[src/rtl/pt5_pkg.sv]
// Shared trit encodings and constants for the PT-5 unpacker slice.
package pt5_pkg;

    typedef logic [1:0] trit_t;

    localparam trit_t TRIT_ZERO = 2'b00;
    localparam trit_t TRIT_POS  = 2'b01;
    localparam trit_t TRIT_NEG  = 2'b10;

    localparam int unsigned PT5_TRITS     = 5;
    localparam int unsigned PT5_MAX_VALID = 242;

    typedef enum logic {
        ST_RUN,
        ST_FLUSH
    } state_t;

endpackage

[src/rtl/pt5_byte_decode.sv]
// Combinational PT-5 byte decoder: five base-3 digits, earliest trit in bits [1:0].
module pt5_byte_decode
    import pt5_pkg::*;
(
    input  logic [7:0] data,
    output logic [9:0] trits,
    output logic       invalid
);

    assign invalid = data > 8'(PT5_MAX_VALID);

    always_comb begin
        logic [7:0] v;
        logic [7:0] d;
        v     = data;
        d     = '0;
        trits = '0;
        for (int unsigned k = 0; k < PT5_TRITS; k++) begin
            d = v % 8'd3;
            v = v / 8'd3;
            case (d)
                8'd0:    trits[k*2 +: 2] = TRIT_NEG;
                8'd1:    trits[k*2 +: 2] = TRIT_ZERO;
                default: trits[k*2 +: 2] = TRIT_POS;
            endcase
        end
        if (invalid) begin
            trits = '0;
        end
    end

endmodule

[src/rtl/pt5_stream_unpacker.sv]
// PT-5 byte stream to LANES-wide trit vectors with flush and invalid-byte flag.
// Optional statistics ports are enabled by defining PT5_UNPACK_STATS_EN.
module pt5_stream_unpacker
    import pt5_pkg::*;
#(
    parameter int unsigned LANES = 16
) (
    input  logic               clk,
    input  logic               reset,
    input  logic [7:0]         s_data,
    input  logic               s_valid,
    input  logic               s_last,
    output logic               s_ready,
    output logic [LANES*2-1:0] m_trits,
    output logic               m_valid,
    output logic               m_last,
    input  logic               m_ready,
    output logic               err_invalid
`ifdef PT5_UNPACK_STATS_EN
    ,
    output logic [31:0]        stat_vectors,
    output logic [15:0]        stat_bad_bytes
`endif
);

    localparam int unsigned BUF_TRITS = LANES + 10;
    localparam int unsigned CW        = $clog2(BUF_TRITS + 1);

    typedef logic [CW-1:0] cnt_t;

    state_t     state;
    state_t     state_next;
    trit_t      tbuf      [BUF_TRITS];
    trit_t      tbuf_next [BUF_TRITS];
    cnt_t       count;
    cnt_t       count_next;
    cnt_t       pop_amt;
    cnt_t       surv;
    logic [9:0] dec_trits;
    logic       dec_invalid;
    logic       push;
    logic       pop;
    logic       pop_last;

    pt5_byte_decode u_decode (
        .data    (s_data),
        .trits   (dec_trits),
        .invalid (dec_invalid)
    );

    assign push     = s_valid & s_ready;
    assign pop      = m_valid & m_ready;
    assign pop_last = pop & m_last;

    always_ff @(posedge clk) begin
        if (!reset) begin
            state <= ST_RUN;
        end else begin
            state <= state_next;
        end
    end

    always_comb begin
        state_next = state;
        case (state)
            ST_RUN:   if (push && s_last) state_next = ST_FLUSH;
            ST_FLUSH: if (pop_last)       state_next = ST_RUN;
            default:  state_next = ST_RUN;
        endcase
    end

    always_comb begin
        s_ready = 1'b0;
        m_valid = 1'b0;
        m_last  = 1'b0;
        case (state)
            ST_RUN: begin
                s_ready = count <= cnt_t'(BUF_TRITS - PT5_TRITS);
                m_valid = count >= cnt_t'(LANES);
            end
            ST_FLUSH: begin
                m_valid = count != '0;
                m_last  = count <= cnt_t'(LANES);
            end
            default: ;
        endcase
    end

    assign pop_amt    = !pop ? '0 : (count < cnt_t'(LANES)) ? count : cnt_t'(LANES);
    assign surv       = count - pop_amt;
    assign count_next = surv + (push ? cnt_t'(PT5_TRITS) : '0);

    // Entries at or beyond the new count are cleared, so lanes past the
    // buffered data read as zero without a separate output mask.
    always_comb begin
        for (int unsigned i = 0; i < BUF_TRITS; i++) begin
            tbuf_next[i] = TRIT_ZERO;
            if (32'(i) < 32'(surv)) begin
                if (i + 32'(pop_amt) < BUF_TRITS) begin
                    tbuf_next[i] = tbuf[i + 32'(pop_amt)];
                end
            end else if (push) begin
                for (int unsigned k = 0; k < PT5_TRITS; k++) begin
                    if (i == 32'(surv) + k) begin
                        tbuf_next[i] = dec_trits[k*2 +: 2];
                    end
                end
            end
        end
    end

    always_ff @(posedge clk) begin
        if (!reset) begin
            count <= '0;
            for (int unsigned i = 0; i < BUF_TRITS; i++) begin
                tbuf[i] <= TRIT_ZERO;
            end
        end else begin
            count <= count_next;
            for (int unsigned i = 0; i < BUF_TRITS; i++) begin
                tbuf[i] <= tbuf_next[i];
            end
        end
    end

    always_comb begin
        for (int unsigned i = 0; i < LANES; i++) begin
            m_trits[i*2 +: 2] = tbuf[i];
        end
    end

    always_ff @(posedge clk) begin
        if (!reset) begin
            err_invalid <= 1'b0;
        end else if (push && dec_invalid) begin
            err_invalid <= 1'b1;
        end
    end

`ifdef PT5_UNPACK_STATS_EN
    always_ff @(posedge clk) begin
        if (!reset) begin
            stat_vectors   <= '0;
            stat_bad_bytes <= '0;
        end else begin
            if (pop) begin
                stat_vectors <= stat_vectors + 32'd1;
            end
            if (push && dec_invalid && stat_bad_bytes != '1) begin
                stat_bad_bytes <= stat_bad_bytes + 16'd1;
            end
        end
    end
`endif

endmodule

[config.mk]
export PLATFORM = sky130hd
export DESIGN_NAME = pt5_stream_unpacker
export DESIGN_NICKNAME = d
export VERILOG_FILES = /design/src/rtl/pt5_pkg.sv /design/src/rtl/pt5_byte_decode.sv /design/src/rtl/pt5_stream_unpacker.sv
export SDC_FILE = /design/constraint.sdc
export NUM_CORES = 1
export LEC_CHECK = 0
export ABC_AREA = 1
export BUFFER_PORTS_ARGS = -buffer_cell sky130_fd_sc_hd__buf_2
export CAP_MARGIN = 20
export CELL_PAD_IN_SITES_DETAIL_PLACEMENT = 0
export CELL_PAD_IN_SITES_GLOBAL_PLACEMENT = 2
export CORE_UTILIZATION = 25
export CTS_BUF_LIST = sky130_fd_sc_hd__clkbuf_8
export CTS_CLUSTER_SIZE = 20
export DETAILED_ROUTE_END_ITERATION = 16
export MAX_ROUTING_LAYER = met4
export PLACE_DENSITY = 0.64
export SYNTH_ARGS = -nofsm -noshare
export SYNTH_HDL_FRONTEND = slang
export SYNTH_SLANG_ARGS = --single-unit
[constraint.sdc]
create_clock -name clk -period 12.7 [get_ports clk]
set_clock_uncertainty 0.2 [all_clocks]
set_input_delay 1.905 -clock clk [delete_from_list [all_inputs] [get_ports clk]]
set_output_delay 1.905 -clock clk [all_outputs]
set_load 0.02 [all_outputs]
# Word level (Yosys, flattened, before mapping)
# Memories as Yosys holds them, arrays and structs flattened.
# Cells that the tools add are included.
# Widths: inputs -> output; s select.
# totals
register_bits,7
ramBits,52
inputBits,13
out_inout_bits,36
elab_cells,525
n_memories,1
# classes
n_addsub,31
div_mod_pow,9
n_lt_le_gt_ge,57
eq_ne,130
mux,251
bitwise,30
reduce_logical,13
# memory_table
memory,depth,width,read_ports,rd_ports_with_merged_regs,wr,line_no,source
tbuf,26,2,42,0,26,pt5_stream_unpacker.sv:33,trit_t tbuf [BUF_TRITS];
# op_table
operator,count
$eq 5x32->1 const A,36
$eq 4x32->1 const A,32
$lt 32x5->1 const B,25
$eq 3x32->1 const A,16
$mux 2,234
$eq 2x32->1 const A,8
$logic_not 32->1,5
$eq 1x32->1 const A,4
$add 5x5->6 const A,10
$eq 5x5->1 const A,10
$lt 5x5->1 const A,10
$add 4x5->6 const A,8
$eq 4x5->1 const A,8
$eq 8x1->1 const B,5
$logic_not 8->1,5
$lt 4x5->1 const A,8
$mod 8x2->8 const B,5
$div 8x2->8 const B,4
$or 1x1->1,26
$add 3x5->6 const A,4
$eq 5x6->1 const A,4
$eq 3x5->1 const A,4
$lt 3x5->1 const A,4
$pmux 2 s2,5
other kinds (24),41

# Longest topological paths before layout
# Gate-level depths: netlist of run 1.
# logic_depth
depth_word,16
depth_mapped,73
ltp_nobuf,71

# Hierarchy
# Synthesis of run 1 repeated with hierarchy kept, for this count alone.
# unflattened
cells_unflattened,2598
hier_area_um2,13396.6
# by_module_without_submodules
mod,instances,cells_each,area_per_inst_um2,seq_area_each_um2
pt5_stream_unpacker,1,2141,10820.4,1181.1
pt5_byte_decode,1,457,2576.2,0.0

# Worst setup path before layout of run 1
# OpenSTA, ideal clock, no wires.
# synth_timing
path_type,input-to-reg
start,in s_data[6]
end,mem tbuf[22][0] in the netlist's numbering
setup_time_ps,136
t_arrival_ps,9772
required_ps,12364
path_slack_ps,2592
path_stages,70
path_buffers,2
path_cell_list,inv_1 -> nand2_1 -> nand2_2 -> ha_1 -> o21ai_2 -> nand3b_1 -> nand2_1 -> inv_2 -> nand2_4 -> nand2_2 -> nand2_1 -> nand2_1 -> clkinv_1 -> ha_1 -> inv_1 -> nand3_1 -> nor2_1 -> nand2_1 -> [... 34 more ...] -> xor2_1 -> inv_1 -> ha_1 -> inv_1 -> nand4_4 -> nand3_1 -> nand2_1 -> ha_1 -> nand3b_1 -> nor2_1 -> nand2_1 -> nand2_1 -> nand2_1 -> nand2_2 -> buf_6 -> nand2_1 -> nand2_1 -> a21oi_2
# synth_rtl
item,line_no,source
"start, declared",pt5_stream_unpacker.sv:10,"input logic [7:0] s_data,"
"end, declared",pt5_stream_unpacker.sv:33,

==> metrics, run 1 <==
Final Hold Viols 0; fin util 27.9%; row cnt 81; Post-synth EDFFs 0; GR peak layer met2; met3 layer usage reported by global route 1.87%; Clock Tree Buf Depth 2; Buf/Inv on CP 15; largest area contributor in the netlist nand2_1; DR pass1 iterations 5; fin nets 2424; CTS root buf clkbuf_8; die width 226 microns; asr flop ratio synth 0%; hpwl dp 53.1 mm; final setup fails 0; pin count of the biggest net entering global routing 44; Critical Path Start Type input port; Die H 226 microns; top post-synthesis cells by count nand2_1, inv_1, o21ai_0; CTS Hold Bufs 0; top cell family by delay on the critical path simple AND/OR/NAND/NOR gates; Critical Path Fanout Max 20; r2r startpoint count[3]; Final Critical Period 11.75 ns; top-count cell post-synth nand2_1; Die Area 50900 sq um; Leak 6.09 nW; DRT iter0 DRCs 1591; CP endpoint kind flip-flop; initial antenna violation count 3; Synth Net Count 2411; Post-Route WL 65.8 mm; core box area 49200 sq um; peak supply drop 0.000216 V; Syn-to-layout area delta 9.49%; CTS H-Tree Depth 3; worst setup path class input port to flip-flop; warnings from Yosys 0; top cells by area, synth nand2_1, o21ai_0, inv_1; CP dominant cell by count nand2_1; CP max-delay cell a21oi_1; critical path arrival 11.86 ns; cells after synthesis 2344; share of layout cells above drive strength 1 9.40%; Setup TNS 0 ns; total of max-cap violations 0; Slew headroom 29.5%; Seq cells post-synth 59; status finished clean; post-synthesis sequential area ratio 9.44%; total CTS buffers 9; Post-Syn Area 12500 sq um; post-route antenna net violation count 0; class of the worst hold path flip-flop to flip-flop; GRT met1 Usage 37.3%; vias in the first global route 14.5k; ys flop type dfxtp_1; max-slew violation count 0; Clock Latency Late Sink 0.39 ns; Starting Density 25.4%; Sink Count 59; clock transition at the registers of the reported paths 0.07 ns; IO Count 49; Post-route DRC 0; RSZ-0062 raised after global routing false; Routability Congestion 0.969; port bufs 48; Pwr Density 278 nW/um^2; wire length of the first global-routing pass 96.4 mm; f_max 85.1 MHz; M2 GR Usage 39.3%; CP required 12.81 ns; Worst-Margin Slew 1.05 ns; hold path startpoint state; unique cell type count in the Yosys netlist 63; CP peak stage delay 0.39 ns; via count 15.8k; Final Cycle Share 92.5%; vias per inst 5.23; Syn Area/Cell 5.34 sq um; WL/cell 21.7 microns; Synth top area share 21.2%; Global Route Usage Sum 26.3%; critical path launch point s_data[6]; GR Overflow Total 0; CTS tree built
==> cell usage in the layout, fill, tap and decap left out, types with 12 or more instances in the layout <==
cell        n
nor2_1    203
inv_1     327
dfxtp_1    59
o211ai_1   34
nor3_1     43
a31oi_1    30
o221ai_1   27
o21ai_0   261
ha_1       53
xor2_1     27
a21oi_1   153
nand2_2    27
a21oi_2    12
buf_4      29
buf_2      48
nand3_1    89
or2_2      25
clkbuf_8   12
nand3_2    13
mux2i_1    15
nand2_4    12
nand2_1   706
==> report_power, final <==
part	total [mW]	switching, mW	internal (mW)
Sequential	0.325	0.0803	0.245
Combinational	3.29	2.43	0.855
Clock	0.200	0.0946	0.105
Total	3.81	2.61	1.20
==> kinds of logic (layout without fill, tap and decap cells) <==
logic type	Yosys count	in the layout	share of synthesized area (%)
buffers and inverters	419	437	13.0
xor gates and xnor gates	32	32	2.24
other	0	1	0
muxes	15	15	1.20
AOI/OAI and AO/OA	606	606	28.5
and+or+nand+nor	1159	1159	40.2
adders and majority gates	54	54	5.46
DFF	59	59	9.44
==> flip-flops by register name, indices dropped and copies added (netlist names) <==
register and flops:
count 5, err_invalid 1, state 1, tbuf 52
==> through the flow <==
step | hold WS, ns | instances | power [mW] | area [sq um] | worst slack, ns
detailed placement | 0.282 | 3010 | 3.52 | 13500 | 0.525
floorplan | 0.252 | 2344 | 2.47 | 12500 | 2.59
global route | 0.308 | 3027 | 4.13 | 13700 | 0.0288
global placement | 0.271 | 3010 | 3.56 | 13500 | 0.872
finish | 0.293 | 3027 | 3.81 | 13700 | 0.955
CTS | 0.290 | 3026 | 3.73 | 13700 | 0.919
==> layout make-up <==
cell class                      instances  area, sq um
Multi-Input combinational cell       1866         9720
Clock inverter                          4         41.3
Antenna cell                            1         2.50
Fill cell                            5698        35500
Inverter                              344         1300
Tap cell                              664          831
Clock buffer                           12          165
Sequential cell                        59         1180
Timing Repair Buffer                   77          458
==> layer usage <==
layer | up-vias | part of all wire [%]
met2 | 546 | 43
met1 | 7429 | 49
met4 | 0 | 3.1
met5 | - | 0
met3 | 100 | 5.1
li1 | 7745 | -
==> worst paths after layout <==
kind,end,slack (ns),cells after the start
worst min-delay path,state,0.29,2
worst max-delay path,tbuf[23][1],0.95,68
worst max register to register,tbuf[1][0],5.73,23
worst min register to register,state,0.29,2
==> worst min-delay path, cell delays in order, from the launching register on <==
cell,delay [ns]
dfxtp_1,0.33
nand2_1,0.07
a21oi_1,0.05
==> timing repair <==
| item | in CTS | in global routing |
|---|---|---|
| setup endpoints to repair | 0 | 44 |
| buffers inserted | 0 | 0 |
| resized for setup | 0 | 5 |
(Power assumes the default switching activity.)
==> run 2: changes to the inputs <==
==> constraint.sdc (replaced) <==
create_clock -name clk -period 14.1 [get_ports clk]
set_clock_uncertainty 0.2 [all_clocks]
set_input_delay 2.115 -clock clk [delete_from_list [all_inputs] [get_ports clk]]
set_output_delay 2.115 -clock clk [all_outputs]
set_load 0.02 [all_outputs]
==> run 2 against run 1 <==
Design area is 0.19% lower. Clock power decreased by 19%. Cell count is essentially flat. Wire length increased by 0.90%. Total power down 10%. Utilization down 0.053 points. Worst hold slack lost 0.0024 ns. Critical path depth down 1. Via count rose by 0.49%. Largest cell class unchanged. Highest routed layer unchanged.
==> metrics, run 2 (same netlist as run 1, synthesis figures left out) <==
DRT iter0 DRCs 1505 (-5.4%); DR pass1 iterations 6 (+1); max-slew violation count 0 (unchanged); GR Overflow Total 0 (unchanged); CP peak stage delay 0.78 ns (+0.39 ns); total of max-cap violations 0 (unchanged); CP max-delay cell nor2_2; Leak 6.08 nW (about the same); commonest non-fill, non-tap cell in the layout nand2_1; max reg flops 52 (unchanged); fin util 27.8% (-0.053 points); Syn-to-layout area delta 9.28%; Final Hold Slack 0.291 ns (-0.00237 ns); CTS Hold Bufs 0 (unchanged); Pwr Density 251 nW/um^2 (-9.9%); clock transition at the registers of the reported paths 0.08 ns (about the same); worst setup path class input port to flip-flop; Largest regs tbuf x52, count x5; Logic pwr share 86.5% (+0.3 points); class of the worst hold path flip-flop to flip-flop; Sink Count 59 (unchanged); CP endpoint kind flip-flop; row cnt 81 (unchanged); Clock Latency Late Sink 0.38 ns (about the same); pin count of the biggest net entering global routing 45 (+2.3%); port bufs 48 (unchanged); Post-CTS Setup Bufs 0 (unchanged); CTS tree built; final setup fails 0 (unchanged); clock share of power 4.7% (-0.5 points); Final Power 3.43 mW (-10%); Die Area 50900 sq um (unchanged); Slew headroom 30.9% (+1.5 points); WL/cell 21.9 microns (+0.87%); Final Hold Viols 0 (unchanged); register share of total power 8.7% (+0.2 points); Final Cycle Share 85.8%; total CTS buffers 9 (unchanged); IO Count 49 (unchanged); die width 226 microns (unchanged); Die H 226 microns (unchanged); Post-CTS Resized 0 (unchanged); f_max 82.7 MHz; status finished clean; peak supply drop 0.000187 V (-13%); Routability Congestion 0.945 (-2.5%); Sw Pwr 2.36 mW (-9.5%); post-route antenna net violation count 0 (unchanged); Post-route DRC 0 (unchanged); Critical Path Start Type input port; Global Route Usage Sum 26.5% (+0.17 points); RSZ-0062 raised after global routing false; most flop-heavy register tbuf; CP dominant cell by count inv_1; CTS root buf clkbuf_8; Worst-Margin Slew 1.04 ns (-0.0159 ns); ANT cells 0 (-1); CP required 14.21 ns (+1.40 ns); vias in the first global route 14.5k (-0.069%); most frequent cells in the layout nand2_1, inv_1, o21ai_0; total internal power 1.07 mW (-12%); vias per inst 5.25 (+0.45%); Critical Path Fanout Max 17 (-15%); fin nets 2426 (+0.083%); Final Critical Period 12.10 ns; critical path arrival 12.21 ns (+0.35 ns); Post-Route WL 66.4 mm (+0.90%); via count 15.9k (+0.49%); initial antenna violation count 0 (-3); core box area 49200 sq um (unchanged); Sw Ratio 68.9% (+0.50 points); Clock Tree Buf Depth 2 (unchanged); hpwl dp 53.2 mm (+0.13%); Starting Density 25.4% (unchanged); CTS H-Tree Depth 3 (unchanged); wire length of the first global-routing pass 96.9 mm (+0.54%); Setup TNS 0 ns (unchanged); share of layout cells above drive strength 1 9.52% (+0.12 points)
[run 2: changes by cell type in the layout (fill, tap and decap cells not counted), sizes merged]
cell	before	now
clkinv	11	15
clkbuf	12	9
inv	336	335
diode	1	0
buf	77	79
[run 2: through the flow]
| step | instance area [sq um] | setup slack, ns | std cells |
|---|---|---|---|
| 2_1_floorplan | 12500 | 3.78 | 2344 |
| 3_3_place_gp | 13500 | 1.87 | 3012 |
| 3_5_place_dp | 13500 | 1.73 | 3012 |
| 4_1_cts | 13700 | 2.09 | 3028 |
| 5_1_grt | 13700 | 0.982 | 3028 |
| 6_report | 13700 | 2.00 | 3028 |
[run 2: layout make-up]
class / instances / area (sq um)
Clock inverter: 7 / 61.3
Sequential cell: 59 / 1180
Tap cell: 664 / 831
Fill cell: 5722 / 35500
Inverter: 344 / 1290
Multi-Input combinational cell: 1866 / 9710
Timing Repair Buffer: 79 / 473
Clock buffer: 9 / 124
[run 2: power by group through the flow]
| stage | sequential [mW] | combinational [mW] | clock (mW) |
|---|---|---|---|
| after floorplan | 0.290 | 1.93 | 0 |
| after global placement | 0.302 | 2.93 | 0 |
| after detailed placement | 0.300 | 2.89 | 0 |
| after CTS | 0.296 | 2.90 | 0.166 |
| after global routing | 0.302 | 3.22 | 0.171 |
| final | 0.300 | 2.97 | 0.161 |
[run 2: per-layer routing]
layer / vias to the layer above / global-route usage [%] / part of all wire (%)
met5: - / - / 0
met1: 7394 / 37.4 / 48
met2: 633 / 39.2 / 42
li1: 7759 / - / -
met4: 0 / 10.2 / 3.8
met3: 111 / 1.65 / 5.6
[run 2: worst max-delay path, delay by kind of cell]
kind,cells,cell delay (ns)
xor gates and xnor gates,3,0.59
buffers and inverters,15,1.60
adders and majority gates,8,1.87
AOI/OAI and AO/OA,5,0.90
and+or+nand+nor,36,5.13
[run 2: worst paths after layout]
path / startpoint / to / depth (start not counted) / slack [ns]
worst max-delay path: s_data[6] / tbuf[1][0] / 67 / 2.00
worst min register to register: state / state / 2 / 0.29
worst max register to register: count[3] / tbuf[8][0] / 31 / 7.27
worst min-delay path: state / state / 2 / 0.29
==> run 3: changes to the inputs <==
--- a/config.mk
+++ b/config.mk
@@ -8,7 +8,7 @@
 export ABC_AREA = 1
 export BUFFER_PORTS_ARGS = -buffer_cell sky130_fd_sc_hd__buf_2
 export CAP_MARGIN = 20
-export CELL_PAD_IN_SITES_DETAIL_PLACEMENT = 0
+export CELL_PAD_IN_SITES_DETAIL_PLACEMENT = 1
 export CELL_PAD_IN_SITES_GLOBAL_PLACEMENT = 2
 export CORE_UTILIZATION = 25
 export CTS_BUF_LIST = sky130_fd_sc_hd__clkbuf_8
@@ -16,6 +16,7 @@
 export DETAILED_ROUTE_END_ITERATION = 16
 export MAX_ROUTING_LAYER = met4
 export PLACE_DENSITY = 0.64
+export REMOVE_ABC_BUFFERS = 1
 export SYNTH_ARGS = -nofsm -noshare
 export SYNTH_HDL_FRONTEND = slang
 export SYNTH_SLANG_ARGS = --single-unit
==> run 3 against run 2 <==
Worst hold slack got worse by 0.0069 ns. Via count fell by 0.14%. Non-clock buffer count down 3. Sequential cell count unchanged. Register-to-register slack got worse by 0.05 ns. Cell count decreased by 0.13%. Worst setup slack got worse by 0.099 ns. First-iteration DRC count shrank 20%. Highest routed layer unchanged. Total power grew 1.7%. Wire length increased by 3.5%. Sequential share of layout area about the same. Maximum frequency shrank 0.81%.
==> metrics, run 3 (same netlist as run 1, synthesis figures left out) <==
hpwl dp 55.4 mm (+4.2%); via count 15.9k (-0.14%); register share of total power 8.4% (-0.3 points); Critical Path Fanout Max 22 (+5); share of layout cells above drive strength 1 9.41% (-0.11 points); initial antenna violation count 1 (+1); critical path arrival 12.26 ns (+0.05 ns); Logic pwr share 85.9% (-0.6 points); Leak 6.08 nW (about the same); Post-CTS Setup Bufs 0 (unchanged); Clock Tree Buf Depth 2 (unchanged); CP required 14.17 ns (-0.04 ns); post-route antenna net violation count 0 (unchanged); worst setup path class input port to flip-flop; Die H 226 microns (unchanged); port bufs 48 (unchanged); met3 layer usage reported by global route 1.80% (+0.14 points); Post-CTS Resized 0 (unchanged); Slew headroom 30.9% (about the same); DR pass1 iterations 6 (unchanged); Sw Ratio 68.4% (-0.45 points); most frequent cells in the layout nand2_1, inv_1, o21ai_0; status finished clean; peak supply drop 0.000225 V (+20%); CP dominant cell by count nand2_1; CTS tree built; DP Cell Count 3009 (-0.10%); Final Cycle Share 86.5% (+0.70 points); Critical Path Start Type input port; vias per inst 5.25 (about the same); pin count of the biggest net entering global routing 50 (+11%); clock transition at the registers of the reported paths 0.08 ns (about the same); Sw Pwr 2.38 mW (+1.0%); commonest non-fill, non-tap cell in the layout nand2_1; max reg flops 52 (unchanged); RSZ-0062 raised after global routing false; Starting Density 25.4% (unchanged); M2 GR Usage 42.4% (+3.2 points); fin nets 2423 (-0.12%); die width 226 microns (unchanged); CTS Hold Bufs 0 (unchanged); CP max-delay cell nand2_2; Routability Congestion 0.935 (-1.1%); Worst-Margin Slew 1.01 ns (-0.0278 ns); total CTS buffers 9 (unchanged); max-slew violation count 0 (unchanged); sequential cell area 1180 sq um (unchanged); DRT iter0 DRCs 1205 (-20%); Final Instance Count excl. Fillers 3024 (-0.13%); core box area 49200 sq um (unchanged); WL/cell 22.7 microns (+3.6%); GR peak layer met2; Die Area 50900 sq um (unchanged); GRT met1 Usage 38.2% (+0.83 points); IO Count 49 (unchanged); Setup TNS 0 ns (unchanged); wire length of the first global-routing pass 102 mm (+4.8%); CTS H-Tree Depth 3 (unchanged); fillcell total 6562 (+15%); total of max-cap violations 0 (unchanged); CP endpoint kind flip-flop; Syn-to-layout area delta 9.46%; Final Hold Viols 0 (unchanged); f_max 82.0 MHz (-0.81%); Pwr Density 254 nW/um^2 (+1.5%); Sink Count 59 (unchanged); Post-route DRC 0 (unchanged); Largest regs tbuf x52, count x5; Global Route Usage Sum 27.6% (+1.1 points); Multi-input gate area 9710 sq um (unchanged); ANT cells 0 (unchanged); Clock Latency Late Sink 0.39 ns (about the same); class of the worst hold path flip-flop to flip-flop; vias in the first global route 15.5k (+7.5%); clock share of power 5.7% (+1.0 points); row cnt 81 (unchanged); Final Critical Period 12.19 ns (+0.0991 ns); GR Overflow Total 0 (unchanged); Post-Route WL 68.7 mm (+3.5%); CTS root buf clkbuf_8; most flop-heavy register tbuf; final setup fails 0 (unchanged); total internal power 1.10 mW (+3.1%); CP peak stage delay 0.52 ns (-0.26 ns)
run 3: cell types whose count changed in the layout (fill, tap and decap cells not counted), sizes merged:
| cell | before | now |
|---|---|---|
| clkinv | 15 | 12 |
| inv | 335 | 334 |
| buf | 79 | 76 |
| bufinv | 1 | 3 |
| clkinvlp | 0 | 1 |
run 3: worst max-delay path, delay by kind of cell:
family | cells | cell delay [ns]
simple gates | 41 | 5.46
fa+ha+maj | 9 | 2.11
buf+inv | 15 | 1.49
xor+xnor | 3 | 0.58
compound gates | 3 | 0.44
run 3: worst paths after layout:
path | startpoint | to | slack, ns | cells after the start
worst max-delay path | s_data[6] | tbuf[15][0] | 1.91 | 71
worst min-delay path | state | state | 0.28 | 2
worst max register to register | count[3] | tbuf[23][0] | 7.22 | 26
worst min register to register | state | state | 0.28 | 2
run 3: cell type report:
cell class | instances | area share, %
repair buffers | 76 | 3.29
well taps | 664 | 6.07
flip-flops and latches | 59 | 8.63
clock buffers | 9 | 0.905
multi-input cells | 1866 | 70.9
clock inverters | 6 | 0.777
inverters | 344 | 9.43
run 3: stage by stage:
stage / power (mW) / area (sq um) / util [%] / hold slack [ns] / worst slack (ns)
after floorplan: 2.12 / 12200 / - / 0.252 / 3.61
after global placement: 3.22 / 13500 / 27.4 / 0.275 / 1.98
after detailed placement: 3.23 / 13500 / 27.4 / 0.278 / 1.48
after CTS: 3.44 / 13700 / 27.9 / 0.288 / 1.88
after global routing: 3.75 / 13700 / 27.9 / 0.315 / 0.824
final: 3.48 / 13700 / 27.9 / 0.284 / 1.91
run 3: layer usage:
layer  routed length [microns]  share of wire, %  vias to the layer above
li1                          -                 -                     7728
met1                     33500                49                     7626
met2                     30000                44                      432
met3                      2970               4.3                       88
met4                      2270               3.3                        0
met5                         0                 0                        -
run 3: power groups by stage:
stage / combinational (mW) / sequential [mW] / clock (mW)
floorplan: 1.83 / 0.290 / 0
CTS: 2.95 / 0.289 / 0.203
global route: 3.25 / 0.296 / 0.208
global placement: 2.93 / 0.294 / 0
finish: 2.99 / 0.292 / 0.200
detailed placement: 2.94 / 0.293 / 0
